[src/rtl/timer_sched.sv]
// timer_sched: programmable periodic / one-shot tick generator with pause, stop and a square-wave output.
// Optional clock prescaler is compiled in when TIMER_SCHED_PRESCALE_EN is defined.
module timer_sched #(
    parameter int unsigned CNT_W      = 32,
    parameter int unsigned RST_PERIOD = 25_000_000
) (
    input  logic             clk,
    input  logic             rst,
    input  logic             cfg_we,
    input  logic [CNT_W-1:0] period_i,
    input  logic             oneshot_i,
`ifdef TIMER_SCHED_PRESCALE_EN
    input  logic [7:0]       presc_i,
`endif
    input  logic             start,
    input  logic             pause,
    input  logic             stop,
    output logic             tick,
    output logic             sq_out,
    output logic             busy,
    output logic             done,
    output logic             cfg_err,
    output logic [CNT_W-1:0] count_o
);

    typedef enum logic [1:0] {
        S_IDLE  = 2'd0,
        S_RUN   = 2'd1,
        S_PAUSE = 2'd2,
        S_DONE  = 2'd3
    } state_t;

    state_t           r_state;
    state_t           w_state_nxt;

    logic [CNT_W-1:0] r_count;
    logic [CNT_W-1:0] r_period;
    logic             r_oneshot;
    logic             r_sq;
    logic             r_tick;
    logic             r_cfg_err;

    logic             w_stopped;
    logic             w_cfg_acc;
    logic             w_launch;
    logic             w_run_ok;
    logic             w_presc_hit;
    logic             w_step;
    logic             w_wrap;

    // A configuration write is only safe while no run is in progress.
    assign w_stopped = (r_state == S_IDLE) || (r_state == S_DONE);
    assign w_cfg_acc = cfg_we && w_stopped && (period_i != '0);

    // Strobes resolve as stop > pause > start; a lower strobe is dropped when a higher one is present.
    assign w_launch  = start && !stop && !pause && w_stopped;
    assign w_run_ok  = (r_state == S_RUN) && !stop && !pause;
    assign w_step    = w_run_ok && w_presc_hit;
    assign w_wrap    = w_step && (r_count >= (r_period - CNT_W'(1)));

`ifdef TIMER_SCHED_PRESCALE_EN
    logic [7:0] r_presc;
    logic [7:0] r_pcnt;

    assign w_presc_hit = (r_pcnt == r_presc);

    always_ff @(posedge clk) begin
        if (rst) begin
            r_presc <= 8'd0;
            r_pcnt  <= 8'd0;
        end else begin
            if (w_cfg_acc) begin
                r_presc <= presc_i;
            end
            if (stop || w_launch) begin
                r_pcnt <= 8'd0;
            end else if (w_run_ok) begin
                r_pcnt <= w_presc_hit ? 8'd0 : r_pcnt + 8'd1;
            end
        end
    end
`else
    assign w_presc_hit = 1'b1;
`endif

    always_ff @(posedge clk) begin
        if (rst) begin
            r_state <= S_IDLE;
        end else begin
            r_state <= w_state_nxt;
        end
    end

    always_comb begin
        w_state_nxt = r_state;
        if (stop) begin
            w_state_nxt = S_IDLE;
        end else if (pause) begin
            if (r_state == S_RUN) begin
                w_state_nxt = S_PAUSE;
            end
        end else if (start && (r_state != S_RUN)) begin
            w_state_nxt = S_RUN;
        end else if (w_wrap && r_oneshot) begin
            w_state_nxt = S_DONE;
        end
    end

    always_comb begin
        busy = 1'b0;
        done = 1'b0;
        case (r_state)
            S_RUN,
            S_PAUSE: busy = 1'b1;
            S_DONE:  done = 1'b1;
            default: ;
        endcase
    end

    // Counter, square wave and the registered tick / error pulses.
    always_ff @(posedge clk) begin
        if (rst) begin
            r_count   <= '0;
            r_period  <= CNT_W'(RST_PERIOD);
            r_oneshot <= 1'b0;
            r_sq      <= 1'b0;
            r_tick    <= 1'b0;
            r_cfg_err <= 1'b0;
        end else begin
            r_tick    <= w_wrap;
            r_cfg_err <= cfg_we && !w_cfg_acc;
            if (w_cfg_acc) begin
                r_period  <= period_i;
                r_oneshot <= oneshot_i;
            end
            if (stop) begin
                r_count <= '0;
                r_sq    <= 1'b0;
            end else if (w_launch) begin
                r_count <= '0;
            end else if (w_step) begin
                if (w_wrap) begin
                    r_count <= '0;
                    r_sq    <= ~r_sq;
                end else begin
                    r_count <= r_count + CNT_W'(1);
                end
            end
        end
    end

    assign tick    = r_tick;
    assign sq_out  = r_sq;
    assign cfg_err = r_cfg_err;
    assign count_o = r_count;

endmodule

[config.mk]
export PLATFORM = sky130hd
export DESIGN_NAME = timer_sched
export DESIGN_NICKNAME = d
export VERILOG_FILES = /design/src/rtl/timer_sched.sv
export SDC_FILE = /design/constraint.sdc
export NUM_CORES = 1
export LEC_CHECK = 0
export BUFFER_PORTS_ARGS = -buffer_cell sky130_fd_sc_hd__buf_4
export CORE_MARGIN = 8
export CORE_UTILIZATION = 37
export CTS_BUF_LIST = sky130_fd_sc_hd__clkbuf_4 sky130_fd_sc_hd__clkbuf_8
export DETAILED_ROUTE_END_ITERATION = 8
export GPL_ROUTABILITY_DRIVEN = 0
export REMOVE_ABC_BUFFERS = 1
export SLEW_MARGIN = 15
export SYNTH_ARGS = -nofsm -noshare
export SYNTH_HDL_FRONTEND = slang
export SYNTH_SLANG_ARGS = --single-unit
[constraint.sdc]
create_clock -name clk -period 10.3 [get_ports clk]
set_input_delay 0 -clock clk [delete_from_list [all_inputs] [get_ports clk]]
set_output_delay 0 -clock clk [all_outputs]
set_load 0.02 [all_outputs]
# Word-level counts from Yosys, hierarchy flattened

Cells that the tools add are included.

Register bits: 70
Bits in latches: 0
Bits in writable memories: 0
Bits in read-only memories: 0
Input port bits: 39
Output and inout bits: 37
Word-level logic and storage cells: 47
Memories: 0

Add/subtract/negate cells: 2
Multipliers: 0
Div/mod/pow operators: 0
Order comparisons: 1
Eq/ne operators: 5
Shifts and indexed selects: 0
Muxes and demuxes: 7
Bitwise operators: 2
Reductions and logical operators: 23

Operators by type and width:

| kind                                               | number |
|---|---|
| adder 32 x 1 -> 32 bit, second input constant      | 1 |
| >= comparator 32 bit                               | 1 |
| 2-to-1 mux 32 bit                                  | 1 |
| nonzero test 32 bit                                | 1 |
| subtractor 32 x 1 -> 32 bit, second input constant | 1 |
| logical AND 1 bit                                  | 11 |
| 2-to-1 mux 2 bit                                   | 4 |
| == test 2 bit, second input constant               | 2 |
| != test 2 x 1 -> 1 bit, second input constant      | 2 |
| OR reduction 2 bit                                 | 2 |
| zero test 1 bit                                    | 3 |
| AND reduction 3 bit                                | 1 |
| nonzero test 3 bit                                 | 1 |
| OR reduction 3 bit                                 | 1 |
| == test 2 x 1 -> 1 bit, second input constant      | 1 |
| zero test 2 bit                                    | 1 |
| 2-to-1 mux 1 bit                                   | 2 |
| NOT 1 bit                                          | 2 |
| AND reduction 2 bit                                | 1 |
| logical OR 1 bit                                   | 1 |

# Longest topological paths before layout

Word-level depth: 8
Mapped depth: 17
Depth with buffers taken out: 15

# Least setup slack after synthesis

Ideal clock, no wire load.

Path type: flip-flop to flip-flop
From: register r_period[0]
To: register r_count[23], in the netlist count_o[23]
Setup time: 128 ps
Arrival: 4,532 ps
Required time: 10,172 ps
Path slack: 5,641 ps
Cell stages (with the launch flop): 17
Path buffers: 4
Clock period less this slack: 4,659 ps
Cell sequence: dfxtp_1 -> or4_1 -> or3_1 -> buf_2 -> or4b_4 -> or4_4 -> buf_6 -> nor4_4 -> xnor2_1 -> ha_1 -> nand4_1 -> nor4_1 -> o311ai_0 -> o211ai_1 -> clkbuf_1 -> clkbuf_1 -> nor2_1

Cells in the longest elaborated chain, start to end: 4

Ends and longest elaborated chain:

| item                        | RTL line | RTL |
|---|---|---|
| from (decl)                 | 37       | `logic [CNT_W-1:0] r_period;` |
| from (signal assigned)      | 124      | `r_period <= CNT_W'(RST_PERIOD);` |
| from (signal assigned)      | 133      | `r_period <= period_i;` |
| subtractor 32 x 1 -> 32 bit | 59       | `assign w_wrap = w_step && (r_count >= (r_period - CNT_W'(1)));` |
| >= comparator 32 bit        | 59       |  |
| logical AND 1 bit           | 59       |  |
| 2-to-1 mux 32 bit           | 142      | `if (w_wrap) begin` |
| to (signal assigned)        | 146      | `r_count <= r_count + CNT_W'(1);` |
| to (decl)                   | 36       | `logic [CNT_W-1:0] r_count;` |

Every way passes these cells.
A chain may end at the register's enable or synchronous reset.

# Worst setup path after layout

From: register r_period[0]
To: register r_sq, in the netlist sq_out

Cells in the longest elaborated chain, start to end: 4

Ends and longest elaborated chain:

| item                          | RTL line | RTL |
|---|---|---|
| subtractor 32 x 1 -> 32 bit   | 59       |  |
| >= comparator 32 bit          | 59       |  |
| logical AND 1 bit             | 59       |  |
| AND reduction 3 bit (no line) | n/a      |  |
| to (signal assigned)          | 144      | `r_sq <= ~r_sq;` |
| to (decl)                     | 39       | `logic r_sq;` |

Every way passes these cells.

==> run summary <==
DP HPWL: 8100 µm
post-synthesis mux area share: 5.31%
Rel. slew slack: 31.4%
YS warnings: 0
Switching Share: 25.3%
Num CTS Buffers: 9
root buffer cell: clkbuf_8
Async SR Flop Fraction: 0%
Initial Util: 38.1%
final wirelength: 10500 µm
Syn Inst Count: 491
post-route cell area: 5390 µm²
Final Critical Period: 5.01 ns
DRC viols: 0
Reg clk slew, reported paths: 0.08 ns
Seq/Total Area, Yosys: 33.8%
layout cells sized above 1: 16.3%
Clock Latency Late Sink: 0.35 ns
Slew Limit Fails: 0
placed cell area: 4830 µm²
post-cts resize count: 0
Post-Route Skew: 0.00580 ns
main combinational cell family by area after synthesis: simple AND/OR/NAND/NOR gates
dominant cells by area after synthesis: dfxtp_1 (34%), ha_1 (11%), nor2_1 (7.7%), xor2_1 (6.8%), xnor2_1 (5.5%)
H-tree Lvls: 3
EDFF count, synth: 0
Sink Count: 70
Internal Pwr Total: 0.471 mW
Post-CTS Hold Buffers: 33
status: finished clean
Final TNS setup: 0 ns
core area: 10900 µm²
setup repair after global routing missed its margin: no
maximum fanout along the worst path: 7
area of the die: 14900 µm²
most used flip-flop cell after synthesis: dfxtp_1
Antenna Nets Post-Route: 0
worst slew pin tran: 1.02 ns
all-layer global routing usage: 14.6%
Iter 0 DRT Violations: 179
final setup vio count: 0
Synth-to-Final Area Change: 29.9%
Tcrit/Tclk final: 48.6%
flop2flop setup slack: 5.29 ns
xor/xnor share of the synthesized area: 12.2%
post-DR vias/cell: 4.96
Leak Pwr: 2.30 nW
complex-gate fraction of the synthesized area: 8.59%
Syn Std Cell Area: 4150 µm²
Critical Path RT: 10.54 ns
deepest clock path buffer count: 2
Gate power share: 13.8%
top cells by count, synth: nor2_1 (85), dfxtp_1 (70), ha_1 (36)
Antenna Cells: 0
height of the die: 122 µm
kind of end point of the critical path: flop
Yosys cell types: 43
total vias in the final route: 3682
largest net degree at the start of global routing: 46
IO Port Bufs: 75
setup repair bufs after CTS: 0
most frequent cell after synthesis: nor2_1
HP Class: primary input to flop
Clk network pwr share: 40.1%
power per cell area: 117 nW/µm²
sw power: 0.160 mW
NumNets Final: 672
FF+latch count, synth: 70
biggest area consumer among synthesized cells: dfxtp_1
Max VDD drop: 0.0624 mV
aggregate global routing overflow: 0
Ports: 76
average wire per standard cell: 14.1 µm
MaxCap Viol Count: 0
critical setup path kind: flop to flop
initial antenna violation count: 0
CTS tree: yes
sequential share of power: 46.1%
WP data arrival: 5.25 ns
first-pass GRT wire length: 17600 µm
final core utilization: 49.5%
num rows: 38
final hold violation count: 0
die width: 122 µm
vias in the first global route: 3533
Syn Area/Cell: 8.45 µm²
Synth Area in Simple Gates: 26.0%
Adder-Cell Fraction of Synth Area: 10.9%
FMAX: 0.200 GHz
Synth top area share: 33.8%
CP Launch Type: flop
Pre-Repair DR Iteration Count: 5
## routing by layer
metal	track usage [%]	share of wire (%)	vias to the layer above
met2	22.0	44	78
met3	3.89	5.0	11
met1	19.9	50	1655
met4	4.63	1.3	0
met5	0	0	-
li1	-	-	1938
## cell families after synthesis
family | Yosys count
muxes | 22
buffers and inverters | 34
DFF | 70
xor gates and xnor gates | 58
adders and majority gates | 36
and+or+nand+nor | 217
AOI/OAI and AO/OA | 54
## stage by stage
step                      cells  hold WS, ns  setup WS (ns)  power [mW]
final                       742       0.0185           5.29       0.631
after global routing        742       0.0195           4.96       0.662
after global placement      693        0.235           5.63       0.372
after floorplan             477       0.0724           5.43       0.344
after CTS                   742      0.00282           5.26       0.638
after detailed placement    693        0.240           5.49       0.374
## critical path, cell delays in order, from the launching register on
cell and delay, ns:
dfxtp_1 0.33, or4_1 0.53, or3_1 0.44, or4b_4 0.59
or4_4 0.55, nor4_4 0.23, xnor2_1 0.11, ha_1 0.31
nand4_1 0.18, nor4_1 0.58, o31a_1 0.28, o21ai_0 0.11
mux2i_1 0.12, dlygate4sd3_1 0.55
## area by class of cell
type / count / area (µm²)
Fill cell: 998 / 5500
Timing Repair Buffer: 109 / 901
Sequential cell: 70 / 1400
Clock buffer: 11 / 145
Tap cell: 140 / 175
Multi-Input combinational cell: 387 / 2610
Inverter: 20 / 75.1
Clock inverter: 5 / 81.3
## power by group through the flow
stage | Combinational [mW] | Sequential (mW) | Clock (mW)
final | 0.0868 | 0.291 | 0.253
after global routing | 0.0973 | 0.293 | 0.272
after CTS | 0.0868 | 0.291 | 0.260
after detailed placement | 0.0770 | 0.297 | 0
after global placement | 0.0749 | 0.297 | 0
after floorplan | 0.0497 | 0.294 | 0
## cells in the final DEF (no fill, tap or decap), types with 4 or more instances in the layout
cell            n
inv_1          20
or3_1           8
nand3_1        12
nor3_1         11
buf_4          76
a21oi_1        18
a211o_1        12
mux2i_1        22
nand2_1        35
xor2_1         32
or4_1           4
nor4_1         14
and3_1          7
ha_1           36
o21ai_0        10
clkbuf_8       10
nor2_1         85
nor2b_1         5
dfxtp_1        70
dlygate4sd3_1  33
xnor2_1        26
nand4_1        19
## sequential cells by signal, summed over array words and instances, names as in the netlist
signal and cells:
sq_out 1, cfg_err 1, r_state 2, r_oneshot 1
r_period 32, tick 1, count_o 32
## worst paths after layout
kind / start / cells after the start / to
setup / recovery: r_period[0] / 13 / sq_out
hold / removal: period_i[14] / 4 / r_period[14]
hold reg to reg: r_period[19] / 1 / r_period[19]
setup reg to reg: r_period[0] / 13 / sq_out
No activity file was read; power rests on OpenSTA's default activity.
